### src/rtl/register_file_if.sv
// Register file port bundle: read/write addresses, data, debug port and write counter.
interface register_file_if #(
    parameter int unsigned XLEN = 32,
    parameter int unsigned NREG = 32
);
    localparam int unsigned AW = $clog2(NREG);

    logic [AW-1:0]   A1;
    logic [AW-1:0]   A2;
    logic [AW-1:0]   A3;
    logic [XLEN-1:0] WD3;
    logic            WE3;
    logic [XLEN-1:0] RD1;
    logic [XLEN-1:0] RD2;
    logic [AW-1:0]   DbgA;
    logic [XLEN-1:0] DbgRD;
    logic [31:0]     WrCount;

    modport master (
        output A1, A2, A3, WD3, WE3, DbgA,
        input  RD1, RD2, DbgRD, WrCount
    );

    modport slave (
        input  A1, A2, A3, WD3, WE3, DbgA,
        output RD1, RD2, DbgRD, WrCount
    );
endinterface

### src/rtl/register_file.sv
// Architectural integer register file: two combinational read ports, one
// synchronous write port, x0 hardwired to zero, a never-bypassed debug read
// port and a wrapping count of committed writes to non-zero registers.
// Optional macro REGFILE_BYPASS_EN forwards WD3 to RD1/RD2 when the read
// address matches a pending valid write.
module register_file #(
    parameter int unsigned XLEN = 32,
    parameter int unsigned NREG = 32
) (
    input logic            clk,
    input logic            rst,
    register_file_if.slave bus
);
    localparam int unsigned AW = $clog2(NREG);

    logic [XLEN-1:0] regs [NREG];
    logic [31:0]     wr_count;
    logic            wr_valid;

    // A write commits only when enabled and not aimed at x0
    assign wr_valid = bus.WE3 && (bus.A3 != AW'(0));

    // Storage update; reset clears every register ahead of any write
    always_ff @(posedge clk or posedge rst) begin
        if (rst) begin
            for (int i = 0; i < int'(NREG); i++) begin
                regs[i] <= '0;
            end
        end else if (wr_valid) begin
            regs[bus.A3] <= bus.WD3;
        end
    end

    // Committed-write counter, wraps modulo 2^32
    always_ff @(posedge clk or posedge rst) begin
        if (rst) begin
            wr_count <= 32'd0;
        end else if (wr_valid) begin
            wr_count <= wr_count + 32'd1;
        end
    end

    assign bus.WrCount = wr_count;

    // Combinational reads; x0 and reset force zero, debug port shows storage only
    always_comb begin
        bus.RD1   = '0;
        bus.RD2   = '0;
        bus.DbgRD = '0;
        if (!rst) begin
            if (bus.A1 != AW'(0)) begin
                bus.RD1 = regs[bus.A1];
            end
            if (bus.A2 != AW'(0)) begin
                bus.RD2 = regs[bus.A2];
            end
            if (bus.DbgA != AW'(0)) begin
                bus.DbgRD = regs[bus.DbgA];
            end
`ifdef REGFILE_BYPASS_EN
            if (wr_valid && (bus.A1 == bus.A3)) begin
                bus.RD1 = bus.WD3;
            end
            if (wr_valid && (bus.A2 == bus.A3)) begin
                bus.RD2 = bus.WD3;
            end
`endif
        end
    end
endmodule

### src/flat_wrapper.sv
// flat-port wrapper written by rule: the top's interface ports become plain ports
module register_file_flat 
#(
    parameter int unsigned XLEN = 32,
    parameter int unsigned NREG = 32
)
  (clk, rst, bus_A1, bus_A2, bus_A3, bus_WD3, bus_WE3, bus_DbgA, bus_RD1, bus_RD2, bus_DbgRD, bus_WrCount);
  register_file_if #(.XLEN(XLEN), .NREG(NREG)) bus_i ();
  input logic clk;
  input logic rst;
  input wire logic [$bits(bus_i.A1)-1:0] bus_A1;
  input wire logic [$bits(bus_i.A2)-1:0] bus_A2;
  input wire logic [$bits(bus_i.A3)-1:0] bus_A3;
  input wire logic [$bits(bus_i.WD3)-1:0] bus_WD3;
  input wire logic [$bits(bus_i.WE3)-1:0] bus_WE3;
  input wire logic [$bits(bus_i.DbgA)-1:0] bus_DbgA;
  output wire logic [$bits(bus_i.RD1)-1:0] bus_RD1;
  output wire logic [$bits(bus_i.RD2)-1:0] bus_RD2;
  output wire logic [$bits(bus_i.DbgRD)-1:0] bus_DbgRD;
  output wire logic [$bits(bus_i.WrCount)-1:0] bus_WrCount;
  assign bus_i.A1 = bus_A1;
  assign bus_i.A2 = bus_A2;
  assign bus_i.A3 = bus_A3;
  assign bus_i.WD3 = bus_WD3;
  assign bus_i.WE3 = bus_WE3;
  assign bus_i.DbgA = bus_DbgA;
  assign bus_RD1 = bus_i.RD1;
  assign bus_RD2 = bus_i.RD2;
  assign bus_DbgRD = bus_i.DbgRD;
  assign bus_WrCount = bus_i.WrCount;
  register_file #(.XLEN(XLEN), .NREG(NREG)) u_core (.clk(clk), .rst(rst), .bus(bus_i));
endmodule
### config.mk
export PLATFORM = sky130hd
export DESIGN_NAME = register_file_flat
export DESIGN_NICKNAME = d
export VERILOG_FILES = /design/src/rtl/register_file_if.sv /design/src/rtl/register_file.sv /design/src/flat_wrapper.sv
export SDC_FILE = /design/constraint.sdc
export NUM_CORES = 2
export LEC_CHECK = 0
export ABC_CLOCK_PERIOD_IN_PS = 38700
export CORE_MARGIN = 2
export CORE_UTILIZATION = 60
export DETAILED_ROUTE_END_ITERATION = 7
export GPL_TIMING_DRIVEN = 0
export MAX_ROUTING_LAYER = met4
export PLACE_DENSITY = 0.8
export SLEW_MARGIN = 5
export SYNTH_ARGS = -nofsm -noshare
export SYNTH_HDL_FRONTEND = slang
export SYNTH_SLANG_ARGS = --single-unit
### constraint.sdc
create_clock -name clk -period 38.7 [get_ports clk]
set_input_delay 3.87 -clock clk [delete_from_list [all_inputs] [get_ports clk]]
set_output_delay 3.87 -clock clk [all_outputs]
set_load 0.02 [all_outputs]
======== Word-level counts from Yosys, hierarchy flattened ========
Index checks and enable logic that the tools add are counted.
cells by class
  bitwise gates (word level) .............. 4
  divide/modulo/power cells ............... 0
  equality and inequality tests ........... 0
  $mul .................................... 0
  mux-type cells .......................... 18
  add/sub/neg operators ................... 1
  reductions and logical operators ........ 6
  shift operators ......................... 0
  magnitude comparators ................... 5
operators with widths
  cell                                                                   count
  1024-bit bitwise mux                                                   1
  32-bit binary-select mux with 5-bit select                             3
  32-bit 2-to-1 mux                                                      13
  32-bit demux with 5-bit select                                         1
  32-bit by 1-bit adder with 32-bit output (second input constant)       1
  6-bit greater-or-equal comparator (second input constant)              4
  5-bit NOT with 6-bit output                                            4
  5-bit nonzero test                                                     4
  6-bit by 1-bit < comparator with 1-bit output (second input constant)  1
  1-bit logical AND                                                      2
word-level totals
  bits in read-only memories .............. 0
  memories ................................ 0
  input port bits ......................... 55
  word-level logic and storage cells ...... 67
  bits in registers ....................... 1,056
  latch bits .............................. 0
  bits in writable memories ............... 0
  output and inout port bits .............. 128

======== Logic depth before layout (Yosys ltp) ========
  word-level depth ........................ 6
  depth in mapped cells ................... 8
  mapped depth without buffers ............ 5

======== Worst setup path after synthesis ========
Ideal clock, no wire load.
  path kind ............................... input to output
  start point ............................. input port rst
  end point ............................... output port bus_RD2[0]
  setup slack ............................. 5.660 ns
  path buffers ............................ 2
  data required time ...................... 34.830 ns
  stages on the path ...................... 6
  data arrival time ....................... 29.170 ns
  cells stage by stage .................... clkbuf_1 -> inv_1 -> and4_1 -> clkbuf_1 -> a22oi_1 -> nand4_1
on the way
  cells in the longest elaborated chain, start to end .. 1
RTL lines
  element             RTL line             source
  start: declaration  flat_wrapper.sv:10   input logic rst;
  32-bit 2-to-1 mux   register_file.sv:50  if (!rst) begin
  end: declaration    flat_wrapper.sv:18   output wire logic [$bits(bus_i.RD2)-1:0] bus_RD2;
Every way passes these cells.

======== Worst setup path in the final report ========
  start point ............................. input port rst
  end point ............................... output port bus_RD2[12]
The elaborated chain is that of the path after synthesis.

==> metrics.sh <==
GRT_OVERFLOW_TOTAL=0
REMAINING_DRC_ERRORS=50
ROUTE.DETAILED.VIAS_PER_INST=7.794
ROUTEDWLPERCELL_UM=40.23
POWER_PER_CELL_AREA_nW_PER_UM2=50.03
FIN_NETS=5254
MAX_FREQ_MHz=74.94
SYNTH_TOP_CELL_BY_AREA='dfrtp_1'
PORT-BUFFER-COUNT=177
LAYOUT.CELL_AREA.NON_FILLER_UM2=70630
CRIT-REG2REG-CAPTURE='u_core.bus.WrCount[28]'
FIRST_GLOBAL_VIAS=50900
CORE_AREA_UM2=103600
DIE-AREA_UM2=107300
WORST_RELATIVE_SLEW_SLACK_PCT=-5.466
SYNTH.YOSYS.SEQ_AREA_SHARE_PCT=42.07
WORST_SETUP_PATH_START_KIND='input pin'
OUTCOME='complete, but fails checks'
CTS.CLK_SLEW.WORST_PATHS_NS=0.06
FINALCLOCKSKEW_NS=0.01249
LEAKAGEPOWER_nW=30.51
TRITONCTS_NUM_SINKS=1056
MOST_USED_FLIP_FLOP_CELL_AFTER_SYNTHESIS='dfrtp_1'
BOUNDARYPINS=183
SYNTH_AREA_LEADERS='dfrtp_1 42%, mux2_2 17%, mux4_2 13%'
CRITPATHCAPTURETYPE='output pin'
TIMING_WORST_SLEW_PIN_VALUE_NS=1.576
SYN-CELL-AREA_UM2=62810
POSTCTSSETUPREPAIRBUFS=0
CTS_INSERTED_BUFFERS=114
NUMBER_OF_ENABLE_FLIP_FLOP_CELLS_AFTER_SYNTHESIS=0
LARGEST_NET_DEGREE_AT_THE_START_OF_GLOBAL_ROUTING=125
SYNTH_NETS=4948
ASYNC_SR_FLOP_FRACTION_PCT=100.0
SYNTH_AREA_PER_CELL_UM2=12.84
UNREPAIRED_SETUP_ENDPOINTS_AFTER_GLOBAL_ROUTING='no'
POST_SYNTH_INST_COUNT=4892
CTSHTREEMAXLEVEL=3
PLACEMENT.CELL_AREA_UM2=66670
YS_TYPES=51
TYPE_OF_THE_TIGHTEST_MIN_DELAY_CHECK='reg -> reg'
CRITICAL_PATH_CLASS='in -> out'
CRIT_REQUIRED_NS=34.83
FINAL.PERIOD_UTILIZATION_PCT=34.48
DRT-INITIAL-DRC-COUNT=8967
CRITPATHMAXFANOUT=117
ROUTE.VIAS.TOTAL=52090
FINALSETUPVIOLATIONS=0
INSERTION_DELAY_NS=0.74
LAYOUT-AREA-OVERHEAD-VS-SYNTH_PCT=12.45
ARRIVAL_NS=9.47
SETUP.REG_TO_REG.WORST_SLACK_NS=36.64
FINAL_CORE_UTIL_PCT=68.15
SYNTH_TOP_CELL_AREA_SHARE_PCT=42.07
DETAILED_PLACE_HPWL_UM=185900
ROUTE.ANTENNA.REMAINING_NETS=0
POST_CTS_RESIZED=0
LAYOUT-DRIVE-GT1-SHARE_PCT=31.56
GLOBALPLACE.CONGESTION=1.056
TRITONCTS='built'
WORST_R2R_PATH_DEPTH=6
ROWS=118
P_TOTAL_mW=3.534
IRDROPWORSTVDD_V=0.00004345
CLK_PATH_BUF_DEPTH=3
POSTROUTEWIRELENGTH_UM=268900
SYNTH_SEQ_CELLS=1056
FINAL_MAX_SLEW_VIOL_COUNT=39
FLOORPLAN.INITIALDENSITY_PCT=60.61
GRT_FIRST_PASS_WIRELENGTH_UM=373400
FINALCRITICALPERIOD_NS=13.34
HOLD_VIOLATIONS=0
GRT_ANTENNA_BEFORE_REPAIR=12
GRTUSAGETOTAL_PCT=51.21
ROOT_CELL_OF_THE_CLOCK_TREE='clkbuf_16'
CRIT-REG2REG-LAUNCH='u_core.bus.WrCount[6]'
LAYOUT.FILLER_CELLS=7588
CTS_HOLD_BUFFERS=0
FLOORPLAN.DIE.HEIGHT_UM=327.6
YS.WARNINGS.COUNT=0
TIMING.CRITICAL_PATH.FROM='rst'
CAP_VIOL_MAX_COUNT=4
WORSTSETUPENDPOINT='bus_RD2[12]'
DETAILEDROUTE.FIRSTPASSITERATIONCOUNT=8
FP.DIEW_UM=327.6
FAILED_CHECKS='DRC, capacitance limit, slew limit'
[registers in the layout, indices dropped and copies added (netlist names)]
signal / count
u_core.regs: 1024
u_core.bus.WrCount: 32
[cells in the final DEF (no fill, tap or decap), types with 118 or more instances in the layout]
cell type	n
mux2i_1	772
dfrtp_1	1056
clkdlybuf4s50_1	177
clkbuf_1	366
a22oi_1	286
mux4_2	350
nand2_1	167
clkbuf_16	118
mux2_2	974
o22ai_1	285
[cell usage after synthesis (all sizes together), types with 5 or more instances]
cell type / count
dfrtp: 1056
mux2: 993
mux2i: 772
clkbuf: 354
mux4: 350
a22oi: 286
o22ai: 285
buf: 206
nand2: 167
nand4: 103
o21ai: 94
a221oi: 64
nor2: 29
xnor2: 17
nand3: 16
xor2: 14
nor2b: 10
nor3: 8
nand3b: 7
nor4b: 6
and3: 5
and4: 5
inv: 5
nand2b: 5
or3: 5
[kinds of logic after synthesis]
family,synth area share [%]
xor gates and xnor gates,0.4322
DFF,42.07
adders and majority gates,0.01992
and+or+nand+nor,3.213
AOI/OAI and AO/OA,8.013
buffers and inverters,3.599
muxes,42.65
[where the power goes]
group	total (mW)	internal, mW	switching (mW)
logic	0.842	0.432	0.409
registers	1.53	1.31	0.219
clock network	1.16	0.677	0.486
[worst min path at each step]
stage,startpoint,end,slack [ns],cells after the start
2_1_floorplan,u_core.regs[1000],u_core.regs[1000],0.42,1
3_3_place_gp,u_core.regs[1013],u_core.regs[1013],0.44,1
3_5_place_dp,u_core.regs[1008],u_core.regs[1008],0.44,1
4_1_cts,u_core.regs[1008],u_core.regs[1008],0.46,1
5_1_grt,u_core.regs[1012],u_core.regs[1012],0.47,1
6_report,u_core.regs[1018],u_core.regs[1018],0.46,1
[layout make-up]
class	count	area [um^2]	area share (%)
Timing Repair Buffer	190	2077	2.940
Buffer	560	2263	3.204
Multi-Input combinational cell	3271	34170	48.38
Antenna cell	14	35.03	0.04960
Sequential cell	1056	26430	37.41
Clock buffer	163	3382	4.788
Tap cell	1380	1727	2.445
Inverter	5	26.28	0.03720
Clock inverter	44	526.8	0.7458
[critical path, stage by stage]
cell,delay (ns)
clkdlybuf4s50_1,0.63
clkbuf_1,0.48
inv_8,0.55
buf_16,0.40
buf_16,0.41
buf_16,0.45
and4_1,0.38
clkbuf_1,0.97
a22oi_1,0.21
nand4_1,0.33
clkdlybuf4s50_1,0.67
[through the flow]
| step | setup slack (ns) | hold slack (ns) | cells | TNS, ns |
|---|---|---|---|---|
| after floorplan | 4.962 | 0.4246 | 4892 | 0 |
| after global placement | -7.282 | 0.4381 | 6449 | -8121.14 |
| after detailed placement | 25.43 | 0.4438 | 6462 | 0 |
| after CTS | 25.42 | 0.4560 | 6669 | 0 |
| after global routing | 25.13 | 0.4744 | 6678 | 0 |
| final | 25.36 | 0.4564 | 6683 | 0 |
[layer usage]
layer	GRT usage (%)	wire length (um)	part of all wire, %	up-vias
met1	61.24	92410	34	26180
met2	69.36	111700	42	4769
met3	20.66	39310	15	1463
met4	37.99	25510	9.5	0
li1	-	-	-	19680
met5	-	0	0	-
No activity file was read; power rests on OpenSTA's default activity.
